==> config.mk <==
export PLATFORM = sky130hd
export DESIGN_NAME = shift_serializer
export DESIGN_NICKNAME = d
export VERILOG_FILES = /design/src/rtl/shift_pkg.sv /design/src/rtl/ser_bit_timer.sv /design/src/rtl/shift_serializer.sv
export SDC_FILE = /design/constraint.sdc
export NUM_CORES = 1
export LEC_CHECK = 0
export CORE_ASPECT_RATIO = 1.2
export CORE_MARGIN = 10
export CORE_UTILIZATION = 49
export CTS_CLUSTER_SIZE = 30
export DETAILED_ROUTE_END_ITERATION = 7
export HOLD_SLACK_MARGIN = 0.12
export PLACE_DENSITY = 0.76
export SETUP_SLACK_MARGIN = 0.02
export SYNTH_ARGS = -nofsm -noshare
export SYNTH_HDL_FRONTEND = slang
export SYNTH_SLANG_ARGS = --single-unit
==> constraint.sdc <==
create_clock -name clk -period 1.6 [get_ports clk]
set_input_delay 0.16 -clock clk [delete_from_list [all_inputs] [get_ports clk]]
set_output_delay 0.16 -clock clk [all_outputs]
set_load 0.05 [all_outputs]
==> src/rtl/shift_pkg.sv <==
// Shared types and constants for the shift serializer slice.
// Build option: define SER_PARITY_EN to add an even-parity bit after the data bits.
package shift_pkg;

  // Level driven on ser_out whenever no frame bit is being sent
  localparam logic SER_IDLE = 1'b1;

`ifdef SER_PARITY_EN
  typedef enum logic [1:0] {
    ST_IDLE   = 2'd0,
    ST_SHIFT  = 2'd1,
    ST_PARITY = 2'd2,
    ST_DONE   = 2'd3
  } ser_state_t;
`else
  typedef enum logic [1:0] {
    ST_IDLE  = 2'd0,
    ST_SHIFT = 2'd1,
    ST_DONE  = 2'd2
  } ser_state_t;
`endif

endpackage

==> src/rtl/ser_bit_timer.sv <==
// Bit-period divider: counts 0..DIV-1 while running and pulses bit_tick on the last count.
// With DIV=1 the counter stays at 0 and bit_tick follows run every cycle.
module ser_bit_timer #(
  parameter int DIV = 4
) (
  input  logic clk,
  input  logic rst,
  input  logic clear,
  input  logic run,
  output logic bit_tick
);

  localparam int CNT_W = (DIV > 1) ? $clog2(DIV) : 1;
  localparam logic [CNT_W-1:0] DIV_LAST = CNT_W'(DIV - 1);

  logic [CNT_W-1:0] div_cnt;

  // Advance the divider while a frame bit is on the line, wrapping at the end of each bit
  always_ff @(posedge clk) begin
    if (rst || clear) begin
      div_cnt <= '0;
    end else if (run) begin
      if (div_cnt == DIV_LAST) begin
        div_cnt <= '0;
      end else begin
        div_cnt <= div_cnt + 1'b1;
      end
    end
  end

  assign bit_tick = run && (div_cnt == DIV_LAST);

endmodule

==> src/rtl/shift_serializer.sv <==
// Parallel-to-serial converter: loads a DATA_W-bit word and sends it LSB- or MSB-first,
// each bit held for DIV clock cycles, followed by a one-cycle done pulse.
// Build option: SER_PARITY_EN appends an even-parity bit (held DIV cycles) before done.
module shift_serializer
  import shift_pkg::*;
#(
  parameter int DATA_W = 8,
  parameter int DIV    = 4
) (
  input  logic              clk,
  input  logic              rst,
  input  logic [DATA_W-1:0] s_data,
  input  logic              s_valid,
  output logic              s_ready,
  input  logic              dir,
  output logic              ser_out,
  output logic              ser_en,
  output logic              busy,
  output logic              done
);

  localparam int BIT_W = $clog2(DATA_W);
  localparam logic [BIT_W-1:0] BIT_LAST = BIT_W'(DATA_W - 1);

  ser_state_t        state;
  ser_state_t        state_next;
  logic [DATA_W-1:0] shift_reg;
  logic [BIT_W-1:0]  bit_cnt;
  logic              dir_q;
  logic              accept;
  logic              timer_run;
  logic              bit_tick;
`ifdef SER_PARITY_EN
  logic              parity_q;
`endif

  assign accept = s_valid && s_ready;

`ifdef SER_PARITY_EN
  assign timer_run = (state == ST_SHIFT) || (state == ST_PARITY);
`else
  assign timer_run = (state == ST_SHIFT);
`endif

  ser_bit_timer #(
    .DIV(DIV)
  ) u_timer (
    .clk      (clk),
    .rst      (rst),
    .clear    (accept),
    .run      (timer_run),
    .bit_tick (bit_tick)
  );

  // State register; reset wins over any accept in the same cycle
  always_ff @(posedge clk) begin
    if (rst) begin
      state <= ST_IDLE;
    end else begin
      state <= state_next;
    end
  end

  // Word register, latched bit order and bit counter; shifts once per completed bit
  always_ff @(posedge clk) begin
    if (rst) begin
      shift_reg <= '0;
      bit_cnt   <= '0;
      dir_q     <= 1'b0;
`ifdef SER_PARITY_EN
      parity_q  <= 1'b0;
`endif
    end else if (accept) begin
      shift_reg <= s_data;
      bit_cnt   <= '0;
      dir_q     <= dir;
`ifdef SER_PARITY_EN
      parity_q  <= ^s_data;
`endif
    end else if ((state == ST_SHIFT) && bit_tick) begin
      if (dir_q) begin
        shift_reg <= {shift_reg[DATA_W-2:0], 1'b0};
      end else begin
        shift_reg <= {1'b0, shift_reg[DATA_W-1:1]};
      end
      bit_cnt <= bit_cnt + 1'b1;
    end
  end

  // Next-state and output decode, driven only by state and internal registers (s_ready aside)
  always_comb begin
    state_next = state;
    s_ready    = 1'b0;
    busy       = 1'b0;
    ser_en     = 1'b0;
    ser_out    = SER_IDLE;
    done       = 1'b0;
    case (state)
      ST_IDLE: begin
        s_ready = 1'b1;
        if (s_valid) begin
          state_next = ST_SHIFT;
        end
      end
      ST_SHIFT: begin
        busy    = 1'b1;
        ser_en  = 1'b1;
        ser_out = dir_q ? shift_reg[DATA_W-1] : shift_reg[0];
        if (bit_tick && (bit_cnt == BIT_LAST)) begin
`ifdef SER_PARITY_EN
          state_next = ST_PARITY;
`else
          state_next = ST_DONE;
`endif
        end
      end
`ifdef SER_PARITY_EN
      ST_PARITY: begin
        busy    = 1'b1;
        ser_en  = 1'b1;
        ser_out = parity_q;
        if (bit_tick) begin
          state_next = ST_DONE;
        end
      end
`endif
      ST_DONE: begin
        busy       = 1'b1;
        done       = 1'b1;
        state_next = ST_IDLE;
      end
      default: begin
        state_next = ST_IDLE;
      end
    endcase
  end

endmodule

## Word-level counts from Yosys, hierarchy flattened

Index checks and enable logic that the tools add are counted.

| word-level totals | value |
|---|---|
| flip-flop bits (word level) | 16 |
| input port bits | 12 |
| output and inout bits | 5 |
| logic and storage cells | 36 |

| operators by class | value |
|---|---|
| add/subtract/negate cells | 2 |
| equal/unequal tests | 6 |
| multiplexer cells | 13 |
| reduce and logical (&&, ||, !) cells | 10 |

Operators with widths:

| cell | number |
|---|---|
| two-way mux 8 bit | 3 |
| two-way mux 1 bit | 6 |
| two-way mux 2 bit | 3 |
| == test 2 bit (second input constant) | 2 |
| logical AND 1 bit | 4 |
| != test 2 bit (second input constant) | 2 |
| case mux 2 bit (2 select lines) | 1 |
| OR reduction 2 bit | 2 |
| adder 3 x 1 -> 3 bit (second input constant) | 1 |
| == test 3 bit (second input constant) | 1 |
| adder 2 x 1 -> 2 bit (second input constant) | 1 |
| == test 2 x 1 -> 1 bit (second input constant) | 1 |
| zero test 2 bit | 1 |
| AND reduction 2 bit | 1 |
| nonzero test 2 bit | 1 |
| logical OR 1 bit | 1 |

## Longest topological paths before layout

Gate-level depths: netlist (run 1).

| logic depth | value |
|---|---|
| depth in word-level cells | 5 |
| gate-level depth with buffers | 7 |
| gate-level depth less buffers | 5 |

## Cells and area by module

From an unflattened synthesis (run 1), not the netlist that was laid out.

| unflattened totals | value |
|---|---|
| cells, all modules | 99 |
| area total of the unflattened synthesis | 870.8 µm² |

Modules (own cells, without submodules):

| module | times used | cells each | area an instance (µm²) | seq. area each (µm²) |
|---|---|---|---|---|
| shift_serializer | 1 | 90 | 769.5 | 280.3 |
| ser_bit_timer | 1 | 9 | 101.3 | 40.0 |

## Least setup slack after synthesis (run 1)

Ideal clock, no wire load.

| timing path | value |
|---|---|
| path type | reg2reg |
| from | reg state[1] |
| to | reg shift_reg[0] |
| library setup time | 88 ps |
| arrival | 1,624 ps |
| required time | 1,512 ps |
| path slack | -113 ps |
| cell stages (with the launch flop) | 8 |
| path buffers | 2 |
| clock period less this slack | 1,713 ps |
| cell sequence | dfxtp_1 -> inv_1 -> ha_1 -> buf_4 -> and2_4 -> buf_8 -> nand3b_4 -> a311oi_2 |

| between the ends | value |
|---|---|
| word-level cells in the longest chain between the ends | 4 |
| elaborated cells between the ends (all ways) | 8 |
| classes of those cells | 1 x eq/ne; 2 x mux; 5 x reduce/logical |

RTL lines:

| element | RTL line | text |
|---|---|---|
| start, declared | shift_serializer.sv:25 | `ser_state_t state;` |
| start signal, assigned | shift_serializer.sv:60 | `state <= state_next;` |
| zero test 2 bit or == test 2 x 1 -> 1 bit (tied branches) | shift_serializer.sv:98, shift_serializer.sv:42, shift_serializer.sv:80 |  |
| two-way mux 1 bit or logical AND 1 bit (tied branches) | shift_serializer.sv:98, ser_bit_timer.sv:31 |  |
| logical AND 1 bit (on tied branches) | shift_serializer.sv:37, shift_serializer.sv:80 |  |
| two-way mux 8 bit or nonzero test 2 bit (tied branches) | -- |  |
| end signal, assigned | shift_serializer.sv:74 | `shift_reg <= s_data;` |
| end signal, assigned | shift_serializer.sv:82 | `shift_reg <= {shift_reg[DATA_W-2:0], 1'b0};` |
| end signal, assigned | shift_serializer.sv:84 | `shift_reg <= {1'b0, shift_reg[DATA_W-1:1]};` |
| end, declared | shift_serializer.sv:27 | `logic [DATA_W-1:0] shift_reg;` |

Parallel ways exist; a longest one is shown, timed or not.
A chain may end at the register's enable or synchronous reset.

## Worst setup path after layout (run 1)

| timing path | value |
|---|---|
| from | reg state[1] |
| to | out ser_out |

| between the ends | value |
|---|---|
| word-level cells in the longest chain between the ends | 2 |

RTL lines:

| element | RTL line | text |
|---|---|---|
| == test 2 x 1 -> 1 bit | shift_serializer.sv:98 | `case (state)` |
| two-way mux 1 bit | shift_serializer.sv:98 |  |
| end, declared | shift_serializer.sv:16 | `output logic ser_out,` |

Every way passes these cells.

==> metrics.cfg, run 1 <==
[logic_synthesis]
synth.largest_area_cell=dfxtp_1
muxShareOfSynthArea_pct=2.30
synth_warnings=0
synth_seq_area_share_pct=36.7
synth-compound-area-share_pct=20.2
async_reset_ff_share_pct=0
synth_top_family_by_area=simple AND/OR/NAND/NOR gates
yosysMostFrequentCell=dfxtp_1
syn_nets=116
ys.flop_type=dfxtp_1
synthAdderAreaFrac_pct=8.61
yosysTopAreaCellShare_pct=36.7
synth_xor_xnor_area_share_pct=1.00
synth_commonest_cells=dfxtp_1 (16), nor2_1 (11), nand2_1 (10)
synth_area_leaders=dfxtp_1 (37%), ha_1 (8.6%), a211oi_1 (6.9%)
synth-edff-count=0
synth_area_per_cell_sq_um=8.90
synth-simple-area-share_pct=24.4
synthesis.area_sq_um=872
ys_seq_elements=16
synth_cells=98
synth.distinct_cells=23

[grt]
antenna_found_initial=0
grt_pass1_vias=766
gr-total-overflow=0
grt_pass1_wl_mm=3.48
grt_usage_pct=11.5
grt_start_max_net_pins=13

[clocking]
cts_tree=built
numClockSinks=16
worstSkewPairLatency_ns=0.29
holdBufCountCts=0
clk_pin_slew_worst_paths_ns=0.09
root_buffer=clkbuf_4
htree_levels=1
cts.repair.resized=0
cts_buffers=3
cts_setup_buffers=0
cts.path.max_buffers=2

[place]
portBuffers=16
hpwlAfterDp_mm=1.57
gp_congestion=0.778
pre_cts_slack_ns=0.222
dpl_cell_area_sq_mm=0.00111

[sta]
fin_ws_ns=0.101
tightest_slew_ns=0.361
hold_violations=0
fmax_mhz=667
report.final.slew_viol_count=0
rsz0062_at_grt=false
max-slew-margin-rel_pct=75.8
setup_viol=0
fin_crit_ns=1.50
finClkSkew_ns=0.00571
min_period_over_period_pct=93.7
tns_ns=0

[routing]
vias=772
ant_nets=0
firstDrtPassIters=4
avgViaCountPerCell=5.72
route.detailed.wl_per_inst_um=15.0
drt_wl_total_mm=2.02
drt_iter0_markers=10
drcViolationCount=0

[floorplan]
start_util_pct=52.5
die_y_um=66.2
io_pins=17
coreArea_sq_mm=0.00166
die_area_sq_mm=0.00387
dieWidth_um=58.5
fp-row-count=16

[worst_setup_path]
worst-path-buf-inv=3
crit_chain=inv_1 -> ha_2 -> buf_4 -> nand2_1 -> buf_12
worst_path_largest_cell_delay_ns=0.38
crit_required_ns=1.44
critical_path_class=flop to output pin
worstPathArrival_ns=1.34
reg2reg_setup_slack_ns=0.20
worstSetupStartpointType=flop
crit_family=flip-flops
crit_fanout=5
cp_slowest_cell=dfxtp_1
crit_path_end_kind=output pin

[cells_and_area]
final_util_pct=68.1
largest_reg_flops=8
antennaDiodeCount=0
layout-drive-gt1-share_pct=16.2
n_fill_cell=129
design_area_sq_mm=0.00113
nets=137
syn2layout_area_growth_pct=29.7

[power_and_ir_drop]
vdd_drop_max_mv=0.650
power.density_mw_per_mm2=1020
p_leak_uw=0.000468

[min_path]
hp-class=primary input to flop

[outcome]
status=complete, no violations

[flow_run]
maxCapViolations=0

## path summary, 6_finish.rpt
check,endpoint,cells past startpoint,from
max,ser_out,5,state[1]
min,dir_q,3,dir
min reg2reg,bit_cnt[2],2,bit_cnt[2]
max reg2reg,shift_reg[1],4,u_timer.div_cnt[0]
## routing by layer
layer,global-route usage (%),up-vias,routed length (um)
met5,0,-,0
met4,7.06,0,59
met3,5.19,7,138
met2,18.9,16,1000
met1,11.4,365,823
li1,-,384,-
## cell usage in the layout, fill, tap and decap left out
master / count
a211oi_1: 8
a21bo_2: 1
a21oi_1: 6
a311oi_1: 1
a311oi_2: 1
and2_4: 1
buf_12: 5
buf_4: 6
clkbuf_4: 3
clkdlybuf4s50_1: 11
dfxtp_1: 16
ha_1: 5
ha_2: 1
inv_1: 4
mux2i_1: 2
nand2_1: 10
nand2b_1: 8
nand3_1: 2
nand3b_4: 1
nor2_1: 11
nor2b_1: 6
nor3b_1: 1
o32ai_1: 6
xnor2_1: 1
## stage by stage
| stage | power (uW) | hold slack, ns | instances |
|---|---|---|---|
| after floorplan | 750 | 0.307 | 98 |
| after global placement | 952 | 0.448 | 132 |
| after detailed placement | 960 | 0.458 | 132 |
| after CTS | 1170 | 0.431 | 135 |
| after global routing | 1220 | 0.448 | 135 |
| final | 1160 | 0.430 | 135 |
## kinds of logic (layout without fill, tap and decap cells)
| group | count (synthesis) | count (layout) |
|---|---|---|
| buffers and inverters | 10 | 29 |
| AOI/OAI and AO/OA | 23 | 23 |
| DFF | 16 | 16 |
| muxes | 2 | 2 |
| and+or+nand+nor | 40 | 40 |
| xor gates and xnor gates | 1 | 1 |
| adders and majority gates | 6 | 6 |
## layout make-up
cell class	instances	area, sq um	share of cell area (%)
multi-input combinational	72	495	43.8
sequential	16	320	28.3
timing repair buffer	22	255	22.6
clock buffer	3	22.5	1.99
tap	18	22.5	1.99
inverter	4	15.0	1.33
## tightest hold or removal path, cell delays in order
cell,delay (ns)
clkdlybuf4s50_1,0.40
nand3_1,0.06
a21oi_1,0.05
## power by group
part	leakage, uW	internal, uW	switching (uW)
Combinational	0.000323	234	247
Clock	0.0000138	87.5	121
Sequential	0.000131	436	33.4
Total	0.000468	757	401
(Power assumes the default switching activity.)
==> inputs of run 2 (changes only) <==
--- a/config.mk
+++ b/config.mk
@@ -6,12 +6,13 @@
 export NUM_CORES = 1
 export LEC_CHECK = 0
 export CORE_ASPECT_RATIO = 1.2
-export CORE_MARGIN = 10
+export CORE_MARGIN = 4
 export CORE_UTILIZATION = 49
 export CTS_CLUSTER_SIZE = 30
 export DETAILED_ROUTE_END_ITERATION = 7
 export HOLD_SLACK_MARGIN = 0.12
 export PLACE_DENSITY = 0.76
+export RECOVER_POWER = 100
 export SETUP_SLACK_MARGIN = 0.02
 export SYNTH_ARGS = -nofsm -noshare
 export SYNTH_HDL_FRONTEND = slang
==> run 2 against run 1 <==
  * Non-clock buffer count fell by 1
  * Critical path depth did not move
  * Via count fell by 4.3%
  * Wire length fell by 9.1%
  * Hold slack improved by 0.0030 ns
  * Clock-buffer cell count rose by 1
  * First-iteration DRC count fell by 30%
  * Flip-flop and latch count did not move
  * Final area fell by 4.0%
  * Global-route usage rose by 7.2 points
  * Sequential power barely moved
  * Power fell by 2.6%
==> metrics.cfg, run 2 (synthesis gave the netlist of run 1 again) <==
[outcome]
status=complete, no violations

[floorplan]
die_y_um=54.2  ; -18%
coreArea_sq_mm=0.00166  ; unchanged
fp-row-count=16  ; unchanged
io_pins=17  ; unchanged
start_util_pct=52.5  ; unchanged
die_area_sq_mm=0.00252  ; -35%
dieWidth_um=46.5  ; -21%

[min_path]
min_to=dir_q
hold_path_depth=3  ; unchanged
hp-class=primary input to flop
hold_path.startpoint=dir

[worst_setup_path]
crit_required_ns=1.44  ; about the same
crit_path_end_kind=output pin
r2r_start=state[0]
crit_fanout=5  ; unchanged
worstPathArrival_ns=1.35  ; about the same
r2r-end=shift_reg[7]
cp_slowest_cell=dfxtp_1
worst_path_largest_cell_delay_ns=0.37  ; about the same
worstSetupStartpointType=flop
crit_chain=inv_1 -> ha_2 -> buf_4 -> nand2_1 -> buf_12
reg2reg_setup_slack_ns=0.18  ; -0.02 ns
critPathLaunch=state[1]
reg2reg_depth=6  ; +2
critical_path_class=flop to output pin

[cells_and_area]
nets=136  ; -0.73%
mostFrequentLayoutCells=dfxtp_1 (16), nor2_1 (11), clkdlybuf4s50_1 (11), nand2_1 (10)
layout-drive-gt1-share_pct=15.4  ; -0.85 points
layout_commonest_cell=dfxtp_1
largest_reg_flops=8  ; unchanged
antennaDiodeCount=0  ; unchanged
syn2layout_area_growth_pct=24.5

[routing]
route.detailed.wl_per_inst_um=13.6  ; -9.1%
drcViolationCount=0  ; unchanged
drt_wl_total_mm=1.84  ; -9.1%
avgViaCountPerCell=5.47  ; -4.3%
drt_iter0_markers=7  ; -3
firstDrtPassIters=4  ; unchanged
ant_nets=0  ; unchanged
vias=739  ; -4.3%

[place]
hpwlAfterDp_mm=1.42  ; -9.6%
gp_congestion=0.782  ; +0.62%
portBuffers=16  ; unchanged

[sta]
finClkSkew_ns=0.000657  ; -0.00506 ns
fin_crit_ns=1.51  ; +0.0102 ns
fmax_mhz=663  ; -0.68%
max-slew-margin-rel_pct=77.4  ; +1.5 points
setup_viol=0  ; unchanged
tns_ns=0  ; unchanged
hold_violations=0  ; unchanged
rsz0062_at_grt=false
report.final.slew_viol_count=0  ; unchanged
min_period_over_period_pct=94.3  ; +0.64 points
tightest_slew_ns=0.339  ; -0.0230 ns

[clocking]
root_buffer=clkbuf_4
cts.path.max_buffers=2  ; unchanged
holdBufCountCts=0  ; unchanged
cts_buffers=3  ; unchanged
cts_setup_buffers=0  ; unchanged
cts_tree=built
numClockSinks=16  ; unchanged
worstSkewPairLatency_ns=0.29  ; about the same
clk_pin_slew_worst_paths_ns=0.09  ; about the same
htree_levels=1  ; unchanged
cts.repair.resized=0  ; unchanged

[grt]
grt_pass1_wl_mm=3.34  ; -4.0%
grt_pass1_vias=797  ; +4.0%
gr-total-overflow=0  ; unchanged
antenna_found_initial=0  ; unchanged
grt_usage_pct=18.7  ; +7.2 points
grt_start_max_net_pins=14  ; +1

[power_and_ir_drop]
vdd_drop_max_mv=0.702  ; +8.0%
p_leak_uw=0.000452  ; -3.3%
p_total_uw=1130  ; -2.6%
power.density_mw_per_mm2=1040  ; +1.4%

[flow_run]
maxCapViolations=0  ; unchanged

==> run 2: changes by cell type in the layout (fill, tap and decap cells not counted) <==
cell      change
buf_12        -3
buf_4         -3
clkbuf_2      +4
clkbuf_1      +1
clkbuf_8      +1
==> run 2: per-stage QoR <==
step                      setup WS (ns)  hold slack, ns  cell area (sq um)  util [%]  std cells
final                            0.0907           0.433               1090      65.4        135
after global routing             0.0159           0.449               1090      65.4        135
after CTS                        0.0735           0.434               1140      68.4        135
after detailed placement          0.190           0.451               1100      66.3        131
after global placement            0.247           0.448               1100      66.3        131
after floorplan                  0.0458           0.307                875         -         98
==> run 2: cell type report <==
cell class	count	area [sq um]
Fill cell	164	576
Multi-Input combinational cell	72	495
Sequential cell	16	320
Timing Repair Buffer	21	196
Clock buffer	4	36.3
Tap cell	18	22.5
Inverter	4	15.0
==> run 2: worst max path at each step <==
stage / to / slack [ns]
5_1_grt: ser_out / 0.02
3_3_place_gp: shift_reg[2] / 0.25
6_report: ser_out / 0.09
2_1_floorplan: shift_reg[0] / 0.05
3_5_place_dp: shift_reg[6] / 0.19
4_1_cts: ser_out / 0.07
==> run 2: layer usage <==
metal / share of wire [%] / vias to the layer above / global-route usage (%)
met5: 0 / - / 0
met4: 2.1 / 0 / 8.53
met3: 5.0 / 5 / 5.26
met2: 52 / 16 / 32.8
met1: 41 / 336 / 20.4
li1: - / 382 / -
==> run 2: report_power, final <==
group | switching [uW] | internal, uW
clock | 128 | 139
sequential | 31.0 | 436
combinational | 235 | 159
total | 394 | 734
==> run 2: worst max-delay path: cells and delay by family (launching register included) <==
kind / cells / cell delay, ns
buffers and inverters: 3 / 0.38
DFF: 1 / 0.37
adders and majority gates: 1 / 0.20
and+or+nand+nor: 1 / 0.11
